<file path="config.mk">
export PLATFORM = sky130hd
export DESIGN_NAME = mem_req_queue
export DESIGN_NICKNAME = d
export VERILOG_FILES = /design/src/rtl/mem_req_queue.sv
export SDC_FILE = /design/constraint.sdc
export NUM_CORES = 1
export LEC_CHECK = 0
export CORE_MARGIN = 8
export CORE_UTILIZATION = 35
export CTS_BUF_LIST = sky130_fd_sc_hd__clkbuf_4 sky130_fd_sc_hd__clkbuf_8
export CTS_CLUSTER_DIAMETER = 200
export DETAILED_ROUTE_END_ITERATION = 16
export RECOVER_POWER = 25
export SLEW_MARGIN = 5
export SYNTH_ARGS = -nofsm -noshare
export SYNTH_HDL_FRONTEND = slang
export SYNTH_SLANG_ARGS = --single-unit
</file>
<file path="constraint.sdc">
create_clock -name clk -period 9 [get_ports clk]
set_input_delay 1.8 -clock clk [delete_from_list [all_inputs] [get_ports clk]]
set_output_delay 1.8 -clock clk [all_outputs]
set_load 0.05 [all_outputs]
</file>
<file path="src/rtl/mem_req_queue.sv">
// In-order request FIFO with per-class credit metering in front of memory_controller.
// Optional issue/stall statistics are compiled in when MEM_REQ_QUEUE_STATS_EN is defined.
module mem_req_queue #(
   parameter int DEPTH           = 8,
   parameter int MAX_OUTSTANDING = 4,
   parameter int ADDR_W          = 16,
   parameter int DATA_W          = 16
) (
   input  logic              clk,
   input  logic              rst_n,
   // Client side: a request transfers on a rising edge where req_valid and req_ready are both 1.
   input  logic              req_valid,
   output logic              req_ready,
   input  logic              req_write,
   input  logic [ADDR_W-1:0] req_address,
   input  logic [DATA_W-1:0] req_data,
   output logic [ADDR_W-1:0] wr_address,
   output logic              wr_en,
   output logic [DATA_W-1:0] wr_data,
   input  logic              wr_ret_ack,
   input  logic [ADDR_W-1:0] wr_ret_address,
   output logic [ADDR_W-1:0] rd_address,
   output logic              rd_en,
   input  logic              rd_ret_ack,
   input  logic [ADDR_W-1:0] rd_ret_address,
   input  logic [DATA_W-1:0] rd_ret_data,
   output logic              resp_rd_valid,
   output logic [ADDR_W-1:0] resp_rd_address,
   output logic [DATA_W-1:0] resp_rd_data,
   output logic              resp_wr_valid,
   output logic [ADDR_W-1:0] resp_wr_address,
   output logic              idle,
   output logic              err
`ifdef MEM_REQ_QUEUE_STATS_EN
   ,
   output logic [31:0]       stat_rd_issued,
   output logic [31:0]       stat_wr_issued,
   output logic [31:0]       stat_stall
`endif
);

   localparam int PTR_W = $clog2(DEPTH);
   localparam int CNT_W = PTR_W + 1;
   localparam logic [CNT_W-1:0] FULL    = CNT_W'(DEPTH);
   localparam logic [7:0]       MAX_OUT = 8'(MAX_OUTSTANDING);

   logic [ADDR_W-1:0] addr_mem [DEPTH];
   logic [DATA_W-1:0] data_mem [DEPTH];
   logic [DEPTH-1:0]  write_mem;

   logic [PTR_W-1:0] wr_ptr;
   logic [PTR_W-1:0] rd_ptr;
   logic [CNT_W-1:0] count;
   logic [7:0]       rd_cnt;
   logic [7:0]       wr_cnt;

   logic push;
   logic head_write;
   logic head_credit;
   logic issue;
   logic issue_rd;
   logic issue_wr;

   // Credits are judged on registered counters, so an ack only frees a slot from the next edge.
   always_comb begin
      head_write  = write_mem[rd_ptr];
      head_credit = head_write ? (wr_cnt < MAX_OUT) : (rd_cnt < MAX_OUT);
      issue       = (count != '0) && head_credit;
      issue_rd    = issue && !head_write;
      issue_wr    = issue && head_write;
      push        = req_valid && req_ready;
   end

   assign req_ready = (count < FULL);
   assign idle      = (count == '0) && (rd_cnt == 8'd0) && (wr_cnt == 8'd0);

   function automatic logic [7:0] next_cnt(input logic [7:0] cnt, input logic inc,
                                           input logic ack);
      logic [7:0] res;
      res = cnt;
      if (inc && !ack)
         res = cnt + 8'd1;
      else if (!inc && ack && (cnt != 8'd0))
         res = cnt - 8'd1;
      return res;
   endfunction

   always_ff @(posedge clk) begin
      if (push) begin
         addr_mem[wr_ptr]  <= req_address;
         data_mem[wr_ptr]  <= req_data;
         write_mem[wr_ptr] <= req_write;
      end
   end

   always_ff @(posedge clk) begin
      if (!rst_n) begin
         wr_ptr <= '0;
         rd_ptr <= '0;
         count  <= '0;
         rd_cnt <= 8'd0;
         wr_cnt <= 8'd0;
         err    <= 1'b0;
      end else begin
         if (push)
            wr_ptr <= wr_ptr + PTR_W'(1);
         if (issue)
            rd_ptr <= rd_ptr + PTR_W'(1);
         case ({push, issue})
            2'b10:   count <= count + CNT_W'(1);
            2'b01:   count <= count - CNT_W'(1);
            default: count <= count;
         endcase
         rd_cnt <= next_cnt(rd_cnt, issue_rd, rd_ret_ack);
         wr_cnt <= next_cnt(wr_cnt, issue_wr, wr_ret_ack);
         if ((rd_ret_ack && (rd_cnt == 8'd0)) || (wr_ret_ack && (wr_cnt == 8'd0)))
            err <= 1'b1;
      end
   end

   // Address/data registers only load on issue so they hold their last value between strobes.
   always_ff @(posedge clk) begin
      if (!rst_n) begin
         rd_en      <= 1'b0;
         wr_en      <= 1'b0;
         rd_address <= '0;
         wr_address <= '0;
         wr_data    <= '0;
      end else begin
         rd_en <= issue_rd;
         wr_en <= issue_wr;
         if (issue_rd)
            rd_address <= addr_mem[rd_ptr];
         if (issue_wr) begin
            wr_address <= addr_mem[rd_ptr];
            wr_data    <= data_mem[rd_ptr];
         end
      end
   end

   always_ff @(posedge clk) begin
      if (!rst_n) begin
         resp_rd_valid   <= 1'b0;
         resp_rd_address <= '0;
         resp_rd_data    <= '0;
         resp_wr_valid   <= 1'b0;
         resp_wr_address <= '0;
      end else begin
         resp_rd_valid   <= rd_ret_ack;
         resp_rd_address <= rd_ret_address;
         resp_rd_data    <= rd_ret_data;
         resp_wr_valid   <= wr_ret_ack;
         resp_wr_address <= wr_ret_address;
      end
   end

`ifdef MEM_REQ_QUEUE_STATS_EN
   always_ff @(posedge clk) begin
      if (!rst_n) begin
         stat_rd_issued <= 32'd0;
         stat_wr_issued <= 32'd0;
         stat_stall     <= 32'd0;
      end else begin
         if (issue_rd)
            stat_rd_issued <= stat_rd_issued + 32'd1;
         if (issue_wr)
            stat_wr_issued <= stat_wr_issued + 32'd1;
         if ((count != '0) && !issue)
            stat_stall <= stat_stall + 32'd1;
      end
   end
`endif

endmodule
</file>
==> run metrics <==
clock-pin transition on the worst setup and hold timing paths 0.06 ns; Initial DRC Count 377; most frequent CP cell sky130_fd_sc_hd__or4_1; overflow left after global routing 0; CTS tree built; clk_lat worst skew 0.60 ns; Period minus WS final 4.75 ns; unrepaired setup endpoints after global routing no; worst ir drop on vdd 0.147 mV; synthesized area per cell 16.4 µm²; worst-case clock skew 0.0251 ns; ranking of synthesized cells by instance count sky130_fd_sc_hd__edfxtp_1, sky130_fd_sc_hd__dfxtp_1, sky130_fd_sc_hd__nor2_1, sky130_fd_sc_hd__mux4_2, sky130_fd_sc_hd__and2_1; layout cell share with drive strength beyond 1 0.199; clk sink count 394; via count of the first global-routing pass 8780; quantity of gates resized following cts 0; count of hold buffers inserted by post-cts repair 0; r2r endpoint count[3]$_SDFFE_PN0P_; switching share of power 0.338; proportion of synthesized chip area in sequential cells 0.704; flop-to-flop setup slack 4.73 ns; reg2reg start rd_ptr[0]$_SDFFE_PN0N_; startpoint of the most critical setup path wr_cnt[2]$_SDFFE_PN0P_; wire length the detailed router placed on met1 14900 µm; number of endpoints with negative hold slack in the final report 0; Total Die Area 0.0496 mm²; iteration count of the initial detailed-routing pass 6; Core Rows 75; met3 WL post-DR 2260 µm; met2 wirelength from detailed routing 15700 µm; Least-Margin Pin Slew 2.14 ns; worst endpoint required time 7.20 ns; R2R cell count 12; detail-routed via count per cell 4.82; Primary FF master, synth sky130_fd_sc_hd__edfxtp_1; setup repair bufs after CTS 0; most frequently used cell type in the post-synthesis netlist sky130_fd_sc_hd__edfxtp_1; overall power after layout 5.79 mW; total DRC errors in the routed layout 0; area share of the largest cell type after synthesis 0.530; H-tree depth 3; sum of negative setup slack 0 ns; overall die height 223 µm; violations in the final reports max-capacitance violations, max-slew violations; CP arrival 2.95 ns; Max stage delay on crit path 0.84 ns; highest layer used for signal routing met5; leak pwr 6.51 nW; syn_nets 1019; startpoint-to-endpoint class of the critical path flop to primary output; cells after synthesis 912; internal power consumption 3.83 mW; category of cells accounting for the largest share of critical-path delay simple AND/OR/NAND/NOR gates; Via Count 8384; width of the chip 223 µm; Final HPWL DP 20100 µm; Routed wire per std cell 19.3 µm; area of combinational cells with multiple inputs 0.00427 mm²; post-synth cell types 53; final estimated routing congestion in global placement 0.727; CTS Buf Count 67; number of enable flip-flop cells after synthesis 264; number of antenna violations at the first check in global routing 6; last element of the critical path idle; number of filler cells placed in the layout 3716; worst-case clock buffer depth 3; number of pins with negative max-slew slack in the final report 58; Crit-path slowest cell sky130_fd_sc_hd__clkdlybuf4s50_1; post-route clock period utilization 0.528; area grow syn2layout 26.6%; I/O pin cnt 189; aggregate routed wire length 33600 µm; overall global routing resource usage 0.134; Synth area leaders sky130_fd_sc_hd__edfxtp_1, sky130_fd_sc_hd__dfxtp_1, sky130_fd_sc_hd__mux4_2; max capacitance violation total 1; worst min-delay path category flop to flop; pin count of the biggest net entering global routing 71; highest fanout seen on the critical path 3; fmax 0.210 GHz; Logic pwr share 0.324; sequential cell area 0.0105 mm²; Fin Hold WS 0.475 ns; core region area 0.0420 mm²; CP startpoint kind flop; outcome finished with violations; initial standard-cell utilization of the core 0.356; ys async rst share 0; critical-path cell list or4_1, or4_1, nor3_1, clkdlybuf4s50_1; number of logic stages on the critical path including buffering 4; root cell of the clock tree sky130_fd_sc_hd__clkbuf_8; buffers plus inverters on the worst setup path 1; P per Cell Area 306 mW/mm²; first-pass GRT wire length 51800 µm; power dissipated by switching net loads 1.96 mW; antenna-violating nets left 0; number of port buffers 188; headroom to the max-slew limit -0.428; synthesized flop and latch total 394; Mapped Area 0.0150 mm²; warning count from the yosys run 0; clock share of power 0.286; Worst Setup End Kind primary output; share of total power in sequential cells 0.391; cell type with the highest aggregate area in the netlist sky130_fd_sc_hd__edfxtp_1; number of endpoints failing setup at the final stage 0; post-layout net count 1250
-- logic make-up after synthesis --
family          share of synthesized area
flops                               0.704
simple gates                       0.0899
mux                                 0.127
compound gates                     0.0354
buf+inv                            0.0152
fa+ha+maj                          0.0191
xor+xnor                          0.00937
-- placed cells by master, fill, tap and decap left out, types with 22 or more instances in the layout --
master	count
sky130_fd_sc_hd__dlygate4sd3_1	22
sky130_fd_sc_hd__nor2_1	73
sky130_fd_sc_hd__and2_1	49
sky130_fd_sc_hd__clkbuf_8	74
sky130_fd_sc_hd__nand2_1	39
sky130_fd_sc_hd__nor3b_1	32
sky130_fd_sc_hd__mux4_2	66
sky130_fd_sc_hd__dfxtp_1	128
sky130_fd_sc_hd__edfxtp_1	264
sky130_fd_sc_hd__clkdlybuf4s50_1	165
-- power by group through the flow --
stage | clock network [mW] | registers (mW) | logic (mW)
final | 1.66 | 2.26 | 1.88
after global routing | 1.79 | 2.29 | 2.03
after CTS | 1.72 | 2.27 | 1.90
after detailed placement | 0 | 2.30 | 1.90
after global placement | 0 | 2.30 | 1.88
after floorplan | 0 | 2.65 | 0.982
-- how the worst min path moves through the flow --
stage                             endpoint  cells after the start  slack (ns)                   start
finish                    err$_SDFFE_PN0P_                      1        0.47        err$_SDFFE_PN0P_
global route              err$_SDFFE_PN0P_                      1        0.51        err$_SDFFE_PN0P_
CTS                       err$_SDFFE_PN0P_                      1        0.48        err$_SDFFE_PN0P_
detailed placement        err$_SDFFE_PN0P_                      1        0.46        err$_SDFFE_PN0P_
global placement          err$_SDFFE_PN0P_                      1        0.46        err$_SDFFE_PN0P_
floorplan           wr_cnt[4]$_SDFFE_PN0P_                      2        0.45  wr_cnt[4]$_SDFFE_PN0P_
-- layer usage --
metal / track usage / vias up
li1: - / 3930
met5: 0 / -
met2: 0.217 / 235
met4: 0.0469 / 8
met3: 0.0448 / 60
met1: 0.166 / 4151
-- worst register-to-register path: cells and delay by family, from the launching register on --
kind | cells | cell delay (ns)
muxes | 3 | 1.68
buffers and inverters | 1 | 0.56
and+or+nand+nor | 2 | 0.53
adders and majority gates | 2 | 0.49
AOI/OAI and AO/OA | 3 | 0.49
DFF | 1 | 0.36
xor gates and xnor gates | 1 | 0.09
-- stage by stage --
stage                util  area (µm²)  cells  setup WS [ns]
finish              0.450       18900   1738           4.25
global route        0.450       18900   1737           4.09
CTS                 0.450       18900   1737           4.16
detailed placement  0.417       17500   1613           4.29
global placement    0.417       17500   1613           4.37
floorplan               -       15000    912           4.06
-- state kept, by name, indices dropped and copies added (netlist names), 3 cells and up, named ones only --
register	cells
resp_rd_address	16
wr_cnt	8
addr_mem	128
rd_address	16
wr_ptr	3
write_mem	8
rd_ptr	3
resp_rd_data	16
resp_wr_address	16
data_mem	128
count	4
rd_cnt	8
wr_address	16
wr_data	16
-- final cells by class --
cell class | count | share of cell area
repair buffers | 207 | 0.107
inverters | 9 | 0.00178
well taps | 539 | 0.0356
flip-flops and latches | 394 | 0.556
multi-input cells | 464 | 0.225
clock buffers | 93 | 0.0613
diodes | 1 | 0.000132
clock inverters | 31 | 0.0131
(Power assumes the default switching activity.)
